## src/rtl/ex_pkg.sv

```systemverilog
// rtl/ex_pkg.sv - shift op encodings and decode shared by the EX left/right shifters
package ex_pkg;

  localparam int SHIFT_OP_WIDTH = 2;

  typedef enum logic [SHIFT_OP_WIDTH-1:0] {
    SHR_LOGIC = 2'b00,
    SHR_ARITH = 2'b01,
    SHR_ROT   = 2'b10,
    SHR_RSVD  = 2'b11
  } shift_op_e;

  // The reserved encoding collapses to logical so downstream stages see only three ops.
  function automatic shift_op_e shr_op_decode(input logic [SHIFT_OP_WIDTH-1:0] raw);
    case (raw)
      2'b01:   return SHR_ARITH;
      2'b10:   return SHR_ROT;
      default: return SHR_LOGIC;
    endcase
  endfunction

endpackage

```

## src/rtl/rshift_stage_slice.sv

```systemverilog
// rtl/rshift_stage_slice.sv - conditional right shifts for shamt bits LO_BIT..HI_BIT
module rshift_stage_slice
  import ex_pkg::*;
#(
  parameter int DATA_WIDTH = 32,
  parameter int LO_BIT = 0,
  parameter int HI_BIT = 0,
  localparam int NBITS = (HI_BIT >= LO_BIT) ? (HI_BIT - LO_BIT + 1) : 1
) (
  input  logic [DATA_WIDTH-1:0] data,
  input  logic [NBITS-1:0]      shamt,
  input  shift_op_e             op,
  input  logic                  sign,
  output logic [DATA_WIDTH-1:0] data_out
);

  localparam int NUSED = (HI_BIT >= LO_BIT) ? (HI_BIT - LO_BIT + 1) : 0;

  logic [NBITS-1:0] sh_rem;

  // Fill comes from the captured sign, never from the partially shifted value.
  function automatic logic [DATA_WIDTH-1:0] shr_by(
    input logic [DATA_WIDTH-1:0] v,
    input int                    amt,
    input shift_op_e             op_i,
    input logic                  sgn
  );
    int                    rot;
    logic [DATA_WIDTH-1:0] fill;
    rot  = amt % DATA_WIDTH;
    fill = ~({DATA_WIDTH{1'b1}} >> amt);
    case (op_i)
      SHR_ARITH: shr_by = (v >> amt) | (sgn ? fill : '0);
      SHR_ROT:   shr_by = (v >> rot) | (v << (DATA_WIDTH - rot));
      default:   shr_by = v >> amt;
    endcase
  endfunction

  always_comb begin
    data_out = data;
    sh_rem   = shamt;
    for (int i = 0; i < NUSED; i++) begin
      if (sh_rem[0]) begin
        data_out = shr_by(data_out, 1 << (LO_BIT + i), op, sign);
      end
      sh_rem = sh_rem >> 1;
    end
  end

endmodule

```

## src/rtl/right_bshifter_pipe.sv

```systemverilog
// rtl/right_bshifter_pipe.sv - two-stage pipelined right barrel shifter with valid/ready and tag
module right_bshifter_pipe
  import ex_pkg::*;
#(
  parameter int DATA_WIDTH  = 32,
  parameter int SHAMT_WIDTH = (DATA_WIDTH > 1) ? $clog2(DATA_WIDTH) : 1,
  parameter int TAG_WIDTH   = 5,
  parameter int SPLIT       = SHAMT_WIDTH / 2
) (
  input  logic                   clk,
  input  logic                   rst,
  input  logic                   flush,
  input  logic                   in_valid,
  output logic                   in_ready,
  input  logic [DATA_WIDTH-1:0]  in_data,
  input  logic [SHAMT_WIDTH-1:0] in_shamt,
  input  logic [1:0]             in_op,
  input  logic [TAG_WIDTH-1:0]   in_tag,
  output logic                   out_valid,
  input  logic                   out_ready,
  output logic [DATA_WIDTH-1:0]  out_data,
  output logic [TAG_WIDTH-1:0]   out_tag
);

  localparam int HI_W = SHAMT_WIDTH - SPLIT;
  localparam int LO_W = (SPLIT > 0) ? SPLIT : 1;

  logic [LO_W-1:0]       shamt_lo;
  logic [HI_W-1:0]       shamt_hi;
  shift_op_e             in_op_dec;
  logic [DATA_WIDTH-1:0] s1_result;
  logic [DATA_WIDTH-1:0] s2_result;

  logic                  s1_valid_q,    s1_valid_d;
  logic [DATA_WIDTH-1:0] s1_data_q,     s1_data_d;
  logic [HI_W-1:0]       s1_shamt_hi_q, s1_shamt_hi_d;
  shift_op_e             s1_op_q,       s1_op_d;
  logic                  s1_sign_q,     s1_sign_d;
  logic [TAG_WIDTH-1:0]  s1_tag_q,      s1_tag_d;
  logic                  out_valid_q,   out_valid_d;
  logic [DATA_WIDTH-1:0] out_data_q,    out_data_d;
  logic [TAG_WIDTH-1:0]  out_tag_q,     out_tag_d;

  logic s1_advance;
  logic s2_advance;

  generate
    if (SPLIT > 0) begin : g_lo
      assign shamt_lo = in_shamt[LO_W-1:0];
    end else begin : g_no_lo
      assign shamt_lo = 1'b0;
    end
  endgenerate

  assign shamt_hi  = in_shamt[SHAMT_WIDTH-1:SPLIT];
  assign in_op_dec = shr_op_decode(in_op);

  rshift_stage_slice #(
    .DATA_WIDTH(DATA_WIDTH),
    .LO_BIT    (0),
    .HI_BIT    (SPLIT - 1)
  ) u_s1_slice (
    .data    (in_data),
    .shamt   (shamt_lo),
    .op      (in_op_dec),
    .sign    (in_data[DATA_WIDTH-1]),
    .data_out(s1_result)
  );

  rshift_stage_slice #(
    .DATA_WIDTH(DATA_WIDTH),
    .LO_BIT    (SPLIT),
    .HI_BIT    (SHAMT_WIDTH - 1)
  ) u_s2_slice (
    .data    (s1_data_q),
    .shamt   (s1_shamt_hi_q),
    .op      (s1_op_q),
    .sign    (s1_sign_q),
    .data_out(s2_result)
  );

  // No skid buffer: in_ready is combinational back through both stages from out_ready.
  assign s2_advance = !out_valid_q || out_ready;
  assign s1_advance = !s1_valid_q || s2_advance;
  assign in_ready   = s1_advance;

  always_comb begin
    s1_valid_d    = s1_valid_q;
    s1_data_d     = s1_data_q;
    s1_shamt_hi_d = s1_shamt_hi_q;
    s1_op_d       = s1_op_q;
    s1_sign_d     = s1_sign_q;
    s1_tag_d      = s1_tag_q;
    out_valid_d   = out_valid_q;
    out_data_d    = out_data_q;
    out_tag_d     = out_tag_q;

    if (s1_advance) begin
      s1_valid_d = in_valid;
      if (in_valid) begin
        s1_data_d     = s1_result;
        s1_shamt_hi_d = shamt_hi;
        s1_op_d       = in_op_dec;
        s1_sign_d     = in_data[DATA_WIDTH-1];
        s1_tag_d      = in_tag;
      end
    end

    if (s2_advance) begin
      out_valid_d = s1_valid_q;
      if (s1_valid_q) begin
        out_data_d = s2_result;
        out_tag_d  = s1_tag_q;
      end
    end

    // Flush kills only the valids; stale payload is harmless behind a cleared valid.
    if (flush) begin
      s1_valid_d  = 1'b0;
      out_valid_d = 1'b0;
    end
  end

  always_ff @(posedge clk or posedge rst) begin
    if (rst) begin
      s1_valid_q    <= 1'b0;
      s1_data_q     <= '0;
      s1_shamt_hi_q <= '0;
      s1_op_q       <= SHR_LOGIC;
      s1_sign_q     <= 1'b0;
      s1_tag_q      <= '0;
      out_valid_q   <= 1'b0;
      out_data_q    <= '0;
      out_tag_q     <= '0;
    end else begin
      s1_valid_q    <= s1_valid_d;
      s1_data_q     <= s1_data_d;
      s1_shamt_hi_q <= s1_shamt_hi_d;
      s1_op_q       <= s1_op_d;
      s1_sign_q     <= s1_sign_d;
      s1_tag_q      <= s1_tag_d;
      out_valid_q   <= out_valid_d;
      out_data_q    <= out_data_d;
      out_tag_q     <= out_tag_d;
    end
  end

  assign out_valid = out_valid_q;
  assign out_data  = out_data_q;
  assign out_tag   = out_tag_q;

endmodule

```

## config.mk

```make
export PLATFORM = sky130hd
export DESIGN_NAME = right_bshifter_pipe
export DESIGN_NICKNAME = d
export VERILOG_FILES = /design/src/rtl/ex_pkg.sv /design/src/rtl/rshift_stage_slice.sv /design/src/rtl/right_bshifter_pipe.sv
export SDC_FILE = /design/constraint.sdc
export NUM_CORES = 1
export LEC_CHECK = 0
export CELL_PAD_IN_SITES_DETAIL_PLACEMENT = 0
export CELL_PAD_IN_SITES_GLOBAL_PLACEMENT = 1
export CORE_ASPECT_RATIO = 0.8
export CORE_MARGIN = 5
export CORE_UTILIZATION = 38
export CTS_CLUSTER_DIAMETER = 30
export DETAILED_ROUTE_END_ITERATION = 6
export HOLD_SLACK_MARGIN = 0.06
export PLACE_DENSITY = 0.81
export SETUP_SLACK_MARGIN = 0.2
export SLEW_MARGIN = 5
export SYNTH_ARGS = -nofsm -noshare
export SYNTH_HDL_FRONTEND = slang
export SYNTH_SLANG_ARGS = --single-unit
```

## constraint.sdc

```tcl
create_clock -name clk -period 2.5 [get_ports clk]
set_clock_uncertainty 0.05 [all_clocks]
set_input_delay 0.5 -clock clk [delete_from_list [all_inputs] [get_ports clk]]
set_output_delay 0.5 -clock clk [all_outputs]
set_load 0.02 [all_outputs]
```

# Word-level counts from Yosys, hierarchy flattened
# Cells that the tools add are included.
[classes] add_sub_neg=0 mul=0 n_div=0 order_cmp=0 n_eq_ne=6 n_shift=0 n_mux=20 n_bitwise=10 reduce_logical=8
[op_table] operator="32-bit two-way mux" count=10
[op_table] operator="32-bit one-hot mux with 2 select lines" count=5
[op_table] operator="16-bit by 32-bit bitwise OR with 32-bit output" count=2
[op_table] operator="24-bit by 32-bit bitwise OR with 32-bit output" count=2
[op_table] operator="28-bit by 32-bit bitwise OR with 32-bit output" count=2
[op_table] operator="30-bit by 32-bit bitwise OR with 32-bit output" count=2
[op_table] operator="31-bit by 32-bit bitwise OR with 32-bit output" count=2
[op_table] operator="2-bit by 1-bit equality test with 1-bit output (second input constant)" count=3
[op_table] operator="2-bit equality test (second input constant)" count=3
[op_table] operator="1-bit two-way mux" count=4
[op_table] operator="2-bit one-hot mux with 2 select lines" count=1
[op_table] operator="2-bit AND reduction" count=2
[op_table] operator="2-bit nonzero test" count=2
[op_table] operator="1-bit zero test" count=2
[op_table] operator="1-bit logical OR" count=2
[word_totals] reg_bits=82 latchBits=0 ram_bits=0 mem_bits_ro=0 inputBits=49 output_inout_bits=39 wordCells=53 mem_count=0

# Longest topological paths before layout
# Gate-level depths: netlist of the first run.
[logic_depth] word_depth=10 depth_mapped=8 mapped_depth_nobuf=6

# By module
# A second synthesis of the first run with hierarchy kept.
[hier_totals] cells_unflattened=449 hier_area_um2=5694.2
[modules_own_cells] module="right_bshifter_pipe" n_inst=1 cells_per_inst=180 area_per_inst_um2=3310.7 seq_area_each_um2=2052.0
[modules_own_cells] module="rshift_stage_slice at u_s2_slice" n_inst=1 cells_per_inst=180 area_per_inst_um2=1591.5 seq_area_each_um2=0.0
[modules_own_cells] module="rshift_stage_slice at u_s1_slice" n_inst=1 cells_per_inst=89 area_per_inst_um2=792.0 seq_area_each_um2=0.0

# Least setup slack after synthesis of the first run
# Ideal clock, no wire load.
[synth_path] kind="register to register" startpoint="reg s1_op_q[0]" endpoint="reg out_data_q[1], in the netlist out_data[1]" setup_time_ns=0.137 arrival_ns=1.627 required_time_ns=2.313 slack_ns=0.686 path_stages_with_launch=9 path_buffers=2 period_less_slack_ns=1.814 cell_sequence="dfrtp_1 inv_1 ha_1 buf_2 nor3_1 nor2_1 clkbuf_1 a22oi_1 a21oi_1"
[synth_via] elab_chain_cells=9
[synth_rtl] element="from (decl)" line="right_bshifter_pipe.sv:37" rtl="shift_op_e s1_op_q, s1_op_d;"
[synth_rtl] element="from (signal assigned)" line="right_bshifter_pipe.sv:139" rtl="s1_op_q <= s1_op_d;"
[synth_rtl] element="2-bit equality test / 2-bit by 1-bit equality test with 1-bit output (equally long branches)" line="rshift_stage_slice.sv:32" rtl="case (op_i)"
[synth_rtl] element="32-bit one-hot mux with 2 select lines" line="rshift_stage_slice.sv:32"
[synth_rtl] element="32-bit two-way mux" line="rshift_stage_slice.sv:43" rtl="if (sh_rem[0]) begin"
[synth_rtl] element="24-bit by 32-bit bitwise OR with 32-bit output, on equally long branches" line="rshift_stage_slice.sv:34, rshift_stage_slice.sv:33"
[synth_rtl] element="32-bit one-hot mux with 2 select lines" line="rshift_stage_slice.sv:32"
[synth_rtl] element="32-bit two-way mux" line="rshift_stage_slice.sv:43"
[synth_rtl] element="16-bit by 32-bit bitwise OR with 32-bit output, on equally long branches" line="rshift_stage_slice.sv:34, rshift_stage_slice.sv:33"
[synth_rtl] element="32-bit one-hot mux with 2 select lines" line="rshift_stage_slice.sv:32"
[synth_rtl] element="32-bit two-way mux *" line="rshift_stage_slice.sv:43"
[synth_rtl] element="to (signal assigned)" line="right_bshifter_pipe.sv:143" rtl="out_data_q <= out_data_d;"
[synth_rtl] element="to (decl)" line="right_bshifter_pipe.sv:41" rtl="logic [DATA_WIDTH-1:0] out_data_q, out_data_d;"
# Every way passes the cells marked *; elsewhere a longest branch is shown, timed or not.
# A chain may end at the register's enable or synchronous reset.

# Worst setup path in the final report of the first run
[layout_path] startpoint="reg s1_shamt_hi_q[0]" endpoint="reg out_data_q[20], in the netlist out_data[20]"
[layout_via] elab_chain_cells=7
[layout_rtl] element="from (decl)" line="right_bshifter_pipe.sv:36" rtl="logic [HI_W-1:0] s1_shamt_hi_q, s1_shamt_hi_d;"
[layout_rtl] element="from (signal assigned)" line="right_bshifter_pipe.sv:138" rtl="s1_shamt_hi_q <= s1_shamt_hi_d;"
[layout_rtl] element="32-bit two-way mux *" line="rshift_stage_slice.sv:43"
[layout_rtl] element="24-bit by 32-bit bitwise OR with 32-bit output, on equally long branches" line="rshift_stage_slice.sv:34, rshift_stage_slice.sv:33"
[layout_rtl] element="32-bit one-hot mux with 2 select lines" line="rshift_stage_slice.sv:32"
[layout_rtl] element="32-bit two-way mux *" line="rshift_stage_slice.sv:43"
[layout_rtl] element="16-bit by 32-bit bitwise OR with 32-bit output" line="rshift_stage_slice.sv:34" rtl="SHR_ROT: shr_by = (v >> rot) | (v << (DATA_WIDTH - rot));"
[layout_rtl] element="32-bit one-hot mux with 2 select lines" line="rshift_stage_slice.sv:32"
[layout_rtl] element="32-bit two-way mux *" line="rshift_stage_slice.sv:43"
# Marks and branches as above.

==> impl_metrics.py, run 1 <==
metrics = {
    "run_status": {
        "status": "finished clean",
    },
    "route": {
        "vias_per_cell": 5.75,
        "drc": 0,
        "first_pass_iters": 5,
        "wirelength_um": 15500,
        "via_count": 4608,
        "drtIter0Drc": 282,
        "ant_nets": 0,
        "wire_per_inst_um": 19.3,
    },
    "sta": {
        "finalCriticalPeriod_ns": 2.16,
        "rsz0062_at_grt": "false",
        "setup_tns_ns": 0,
        "setup_viol": 0,
        "worst_pin_slew_ns": 0.827,
        "slew_headroom": 0.448,
        "fmax_mhz": 464,
        "finalHoldViolations": 0,
        "finalMaxSlewViolations": 0,
        "min_period_over_period": 0.862,
    },
    "synth": {
        "synth_cells": 539,
        "synth_seq_area_share": 0.382,
        "synth.distinct_cells": 43,
        "postSynth.asyncResetShare": 1.00,
        "syn_area_per_cell_um2": 9.97,
        "synthFlopType": "dfrtp_1",
        "yosysWarningCount": 0,
        "synth_area_um2": 5370,
        "syn_nets": 594,
        "synth_seq_cells": 82,
        "synth_edf_count": 0,
    },
    "setup_path": {
        "cp.required_ns": 2.66,
        "crit_family": "compound AO/OA/AOI/OAI gates",
        "timing.rr.end": "out_data[20]$_DFFE_PP0P_",
        "worstPathCellList": "mux4_1, a21o_1, a221oi_1, a21oi_1",
        "critPathMaxStageDelay_ns": 0.66,
        "r2r_cells": 4,
        "cp-start-kind": "register",
        "r2r_start": "s1_shamt_hi_q[0]$_DFFE_PP0P_",
        "crit_path_end_kind": "register",
        "crit_slowest_cell": "mux4_1",
        "rrSetupSlack_ns": 0.34,
        "crit_type": "reg -> reg",
        "path_max_fanout": 18,
        "arrival_ns": 2.32,
        "path_buf_inv": 0,
        "cp.depth": 4,
    },
    "clock_tree": {
        "cts_buffers": 9,
        "insertion_delay_ns": 0.34,
        "cts_buffer_depth": 2,
        "cts_hold_buf": 0,
        "cts_sinks": 82,
        "root_buffer": "clkbuf_16",
        "htree_levels": 3,
        "clkTransAtPathRegs_ns": 0.06,
        "cts_tree": "built",
    },
    "global_routing": {
        "grt_pass1_wl_um": 24500,
        "grt_max_degree": 83,
        "antenna_found_initial": 0,
        "grt_pass1_vias": 4400,
        "grt_use_total": 0.189,
        "overflow": 0,
    },
    "power": {
        "clock_power_share": 0.274,
        "power.leakage_nw": 2.84,
        "power.share.sequential": 0.388,
        "p_comb_frac": 0.338,
        "p_sw_frac": 0.341,
        "intPower_mw": 2.98,
        "peakVddDrop_mv": 0.339,
        "power_density_nw_per_um2": 668,
        "switchingPower_mw": 1.54,
    },
    "final_layout": {
        "areaGrowthSynthToFinish_pct": 26.3,
        "mostFrequentLayoutCells": "nand2_1 (103), clkdlybuf4s50_1 (85), dfrtp_1 (81)",
        "antenna_cells": 0,
        "finalNonFillerCells": 801,
        "design_area_um2": 6780,
        "final_core_util": 0.495,
        "nFillCells": 1274,
        "layout-drive-gt1-share": 0.156,
        "nets": 671,
        "final_common_cell": "nand2_1",
    },
    "place": {
        "placed_area_um2": 6490,
        "port_buffers": 87,
        "dp_hpwl_um": 12000,
        "routabilityCongestion": 0.947,
        "placed_cells": 785,
    },
    "min_path": {
        "hold_start": "s1_tag_q[0]$_DFFE_PP0P_",
        "min_path_cells": 2,
        "hp-class": "reg -> reg",
        "worstHoldEndpoint": "s1_tag_q[0]$_DFFE_PP0P_",
    },
    "floorplanning": {
        "dieArea_um2": 16600,
        "die_h_um": 116,
        "initial_utilization": 0.392,
        "num_rows": 38,
        "core_area_um2": 13700,
        "ios": 88,
        "dieWidth_um": 143,
    },
    "job": {
        "max_cap_violations": 0,
    },
}
-- flip-flops by register name, indices dropped and copies added, names as in the netlist --
register,cells
s1_tag_q,5
s1_valid_q,1
s1_sign_q,1
out_valid,1
out_data,32
s1_op_q,2
s1_shamt_hi_q,3
s1_data_q,32
out_tag,5
-- cells in the mapped netlist, drive strengths merged, types with 9 or more instances --
cell type    n  area share
nor2        40       0.028
o21ai       22       0.020
a22oi        9       0.013
a31oi        9       0.010
dfrtp       82        0.38
a21o         9       0.013
a21oi       32       0.031
mux4        39        0.17
inv         12      0.0084
o211ai      13       0.018
clkbuf      19       0.013
nor2b       10       0.012
nand2      103       0.072
buf         27       0.029
mux2        14       0.029
mux2i       21       0.039
nor3         9      0.0084
-- worst max path at each step --
stage,startpoint,to,slack [ns]
2_1_floorplan,s1_op_q[0]$_DFFE_PP0P_,out_data[1]$_DFFE_PP0P_,0.69
3_3_place_gp,out_ready,in_ready,0.19
3_5_place_dp,out_ready,out_data[28]$_DFFE_PP0P_,0.12
4_1_cts,s1_op_q[0]$_DFFE_PP0P_,out_data[4]$_DFFE_PP0P_,0.28
5_1_grt,s1_op_q[1]$_DFFE_PP0P_,out_data[4]$_DFFE_PP0P_,0.21
6_report,s1_shamt_hi_q[0]$_DFFE_PP0P_,out_data[20]$_DFFE_PP0P_,0.34
-- timing repair --
item,4_1_cts,5_1_grt
resized for setup,2,3
buffers inserted,0,0
setup endpoints to repair,6,6
hold endpoints to repair,0,0
-- worst register-to-register path, delay by kind of cell (launching register included) --
kind            cells  cell delay [ns]
compound gates      3             0.71
flops               1             0.60
mux                 1             0.67
-- area by class of cell --
class	instances	area (µm²)	share of cell area
Clock inverter	6	42.5	0.00627
Clock buffer	10	239	0.0352
Sequential cell	82	2060	0.303
Inverter	12	48.8	0.00719
Timing Repair Buffer	112	1100	0.162
Multi-Input combinational cell	399	3070	0.453
Tap cell	180	225	0.0332
-- per-layer routing --
metal	vias to the layer above	share of wire	wire (µm)	GRT usage
li1	2163	-	-	-
met1	2268	0.48	7390	0.279
met2	167	0.45	7000	0.290
met3	10	0.064	988	0.0413
met4	0	0.0061	94	0.0336
met5	-	0	0	0
-- logic make-up after synthesis --
kind of cell,count (synthesis),share of synthesized area
AOI/OAI and AO/OA,138,0.174
adders and majority gates,6,0.0140
buffers and inverters,58,0.0505
DFF,82,0.382
muxes,74,0.236
and+or+nand+nor,181,0.143
-- through the flow --
stage          hold slack, ns  power (mW)  setup slack (ns)
2_1_floorplan           0.390        2.63             0.686
3_3_place_gp            0.404        3.27             0.187
3_5_place_dp            0.413        3.30             0.124
4_1_cts                 0.429        4.55             0.283
5_1_grt                 0.463        4.75             0.211
6_report                0.420        4.53             0.344
-- power groups by stage --
stage	Combinational [mW]	Clock (mW)	Sequential, mW
finish	1.53	1.24	1.76
global route	1.65	1.32	1.79
CTS	1.53	1.26	1.76
detailed placement	1.52	0	1.78
global placement	1.51	0	1.76
floorplan	0.783	0	1.85
Note: power is estimated with default switching activity, not from simulation.
==> inputs of run 2 (changes only) <==
--- a/config.mk
+++ b/config.mk
@@ -10,7 +10,6 @@
 export CORE_ASPECT_RATIO = 0.8
 export CORE_MARGIN = 5
 export CORE_UTILIZATION = 38
-export CTS_CLUSTER_DIAMETER = 30
 export DETAILED_ROUTE_END_ITERATION = 6
 export HOLD_SLACK_MARGIN = 0.06
 export PLACE_DENSITY = 0.81
==> results of run 2 <==
Final layout, timing and power as in run 1 (identical DEF).
==> inputs of run 3 (changes only) <==
--- a/config.mk
+++ b/config.mk
@@ -9,10 +9,10 @@
 export CELL_PAD_IN_SITES_GLOBAL_PLACEMENT = 1
 export CORE_ASPECT_RATIO = 0.8
 export CORE_MARGIN = 5
-export CORE_UTILIZATION = 38
+export CORE_UTILIZATION = 42
 export DETAILED_ROUTE_END_ITERATION = 6
 export HOLD_SLACK_MARGIN = 0.06
-export PLACE_DENSITY = 0.81
+export PLACE_DENSITY = 0.85
 export SETUP_SLACK_MARGIN = 0.2
 export SLEW_MARGIN = 5
 export SYNTH_ARGS = -nofsm -noshare
==> constraint.sdc (replaced) <==
create_clock -name clk -period 2.28 [get_ports clk]
set_clock_uncertainty 0.05 [all_clocks]
set_input_delay 0.456 -clock clk [delete_from_list [all_inputs] [get_ports clk]]
set_output_delay 0.456 -clock clk [all_outputs]
set_load 0.02 [all_outputs]
==> run 3 against run 2 <==
Net effect:
- clock power is 15% higher
- via count is 0.46% lower
- non-clock buffer count is 12 higher
- clock-buffer cell count stayed put
- hold slack better by 0.0049 ns
- final cell count is 0.87% higher
- global-route usage is 1.5 points higher
- critical path type unchanged
==> impl_metrics.py, run 3 (synthesis results as in run 1) <==
metrics = {
    "sta": {
        "min_period_over_period": 0.886,
        "setup_viol": 0,
        "slew_headroom": 0.684,
        "finalCriticalPeriod_ns": 2.02,
        "setup_tns_ns": 0,
        "finalWorstSetupSlack_ns": 0.259,
        "finalHoldViolations": 0,
        "fmax_mhz": 495,
        "worst_pin_slew_ns": 0.473,
        "finalMaxSlewViolations": 0,
        "rsz0062_at_grt": "false",
    },
    "power": {
        "power.leakage_nw": 2.92,
        "power.share.sequential": 0.378,
        "power_density_nw_per_um2": 729,
        "switchingPower_mw": 1.71,
        "p_comb_frac": 0.340,
        "peakVddDrop_mv": 0.395,
        "intPower_mw": 3.33,
        "power_mw": 5.04,
        "p_sw_frac": 0.340,
        "clock_power_share": 0.281,
    },
    "place": {
        "dp_hpwl_um": 11700,
        "pre_cts_ws_ns": 0.0523,
        "placed_area_um2": 6550,
        "placed_cells": 788,
        "routabilityCongestion": 0.899,
        "port_buffers": 87,
    },
    "route": {
        "wire_per_inst_um": 18.5,
        "drtIter0Drc": 324,
        "wirelength_um": 15000,
        "drc": 0,
        "ant_nets": 0,
        "vias_per_cell": 5.68,
        "first_pass_iters": 5,
        "via_count": 4587,
    },
    "global_routing": {
        "antenna_found_initial": 0,
        "grt_pass1_vias": 4524,
        "grt_use_total": 0.203,
        "grt_max_degree": 83,
        "grt_pass1_wl_um": 24300,
        "overflow": 0,
    },
    "final_layout": {
        "final_common_cell": "nand2_1",
        "layout-drive-gt1-share": 0.180,
        "antenna_cells": 0,
        "nets": 683,
        "finalNonFillerCells": 808,
        "areaGrowthSynthToFinish_pct": 28.7,
        "design_area_um2": 6910,
        "mostFrequentLayoutCells": "nand2_1 (103), clkdlybuf4s50_1 (85), dfrtp_1 (81)",
    },
    "floorplanning": {
        "die_h_um": 111,
        "initial_utilization": 0.423,
        "num_rows": 37,
        "dieWidth_um": 136,
        "dieArea_um2": 15200,
        "core_area_um2": 12700,
        "ios": 88,
    },
    "clock_tree": {
        "cts_sinks": 82,
        "cts_buffers": 9,
        "cts_buffer_depth": 2,
        "cts_tree": "built",
        "insertion_delay_ns": 0.35,
        "clkTransAtPathRegs_ns": 0.06,
        "htree_levels": 3,
        "root_buffer": "clkbuf_16",
    },
    "setup_path": {
        "cp-start-kind": "register",
        "critPathMaxStageDelay_ns": 0.64,
        "worstPathCellList": "buf_4, mux4_1, a21o_1, a32oi_1, a21oi_1",
        "cp.required_ns": 2.45,
        "path_max_fanout": 14,
        "arrival_ns": 2.19,
        "crit_type": "reg -> reg",
        "crit_path_end_kind": "register",
        "crit_slowest_cell": "mux4_1",
    },
    "job": {
        "max_cap_violations": 0,
    },
    "run_status": {
        "status": "finished clean",
    },
    "min_path": {
        "hp-class": "reg -> reg",
    },
}
==> run 3: cell type report <==
type	instances	area, µm²
multi-input combinational	399	3100
tap	175	219
sequential	82	2060
clock inverter	6	55.1
clock buffer	10	239
fill	1168	5770
timing repair buffer	124	1190
inverter	12	48.8
==> run 3: what timing repair did <==
item	CTS	global route
setup endpoints to repair	11	19
hold buffers	0	0
setup buffers	0	4
resized for setup	5	6
pin swaps	0	1
==> run 3: stage by stage <==
step                hold slack, ns  utilization
CTS                          0.427        0.540
floorplan                    0.390            -
detailed placement           0.412        0.516
finish                       0.425        0.545
global route                 0.457        0.545
global placement             0.402        0.516
==> run 3: power groups by stage <==
| stage | registers [mW] | clock network [mW] | logic [mW] |
|---|---|---|---|
| floorplan | 2.03 | 0 | 0.859 |
| global placement | 1.92 | 0 | 1.66 |
| detailed placement | 1.93 | 0 | 1.69 |
| CTS | 1.91 | 1.45 | 1.70 |
| global route | 1.94 | 1.50 | 1.85 |
| finish | 1.91 | 1.42 | 1.72 |
==> run 3: critical path: cells and delay by family, from the launching register on <==
| family | cells | cell delay [ns] |
|---|---|---|
| compound gates | 3 | 0.48 |
| buf+inv | 1 | 0.18 |
| flops | 1 | 0.54 |
| mux | 1 | 0.64 |
==> run 3: metal layers <==
layer | share of wire | vias up | GRT usage
met5 | 0 | - | 0
met4 | 0.012 | 0 | 0.0463
met3 | 0.061 | 13 | 0.0404
met2 | 0.46 | 162 | 0.308
met1 | 0.47 | 2239 | 0.301
li1 | - | 2173 | -
==> run 3: final timing paths <==
check / end / from / cells past startpoint / slack [ns]
worst max-delay path: out_data[26]$_DFFE_PP0P_ / s1_shamt_hi_q[0]$_DFFE_PP0P_ / 5 / 0.26
worst min-delay path: s1_tag_q[0]$_DFFE_PP0P_ / s1_tag_q[0]$_DFFE_PP0P_ / 2 / 0.43
worst max register to register: out_data[26]$_DFFE_PP0P_ / s1_shamt_hi_q[0]$_DFFE_PP0P_ / 5 / 0.26
worst min register to register: s1_tag_q[0]$_DFFE_PP0P_ / s1_tag_q[0]$_DFFE_PP0P_ / 2 / 0.43
max in group asynchronous: s1_shamt_hi_q[0]$_DFFE_PP0P_ / rst / 3 / 1.28
min in group asynchronous: s1_data_q[21]$_DFFE_PP0P_ / rst / 3 / 0.54
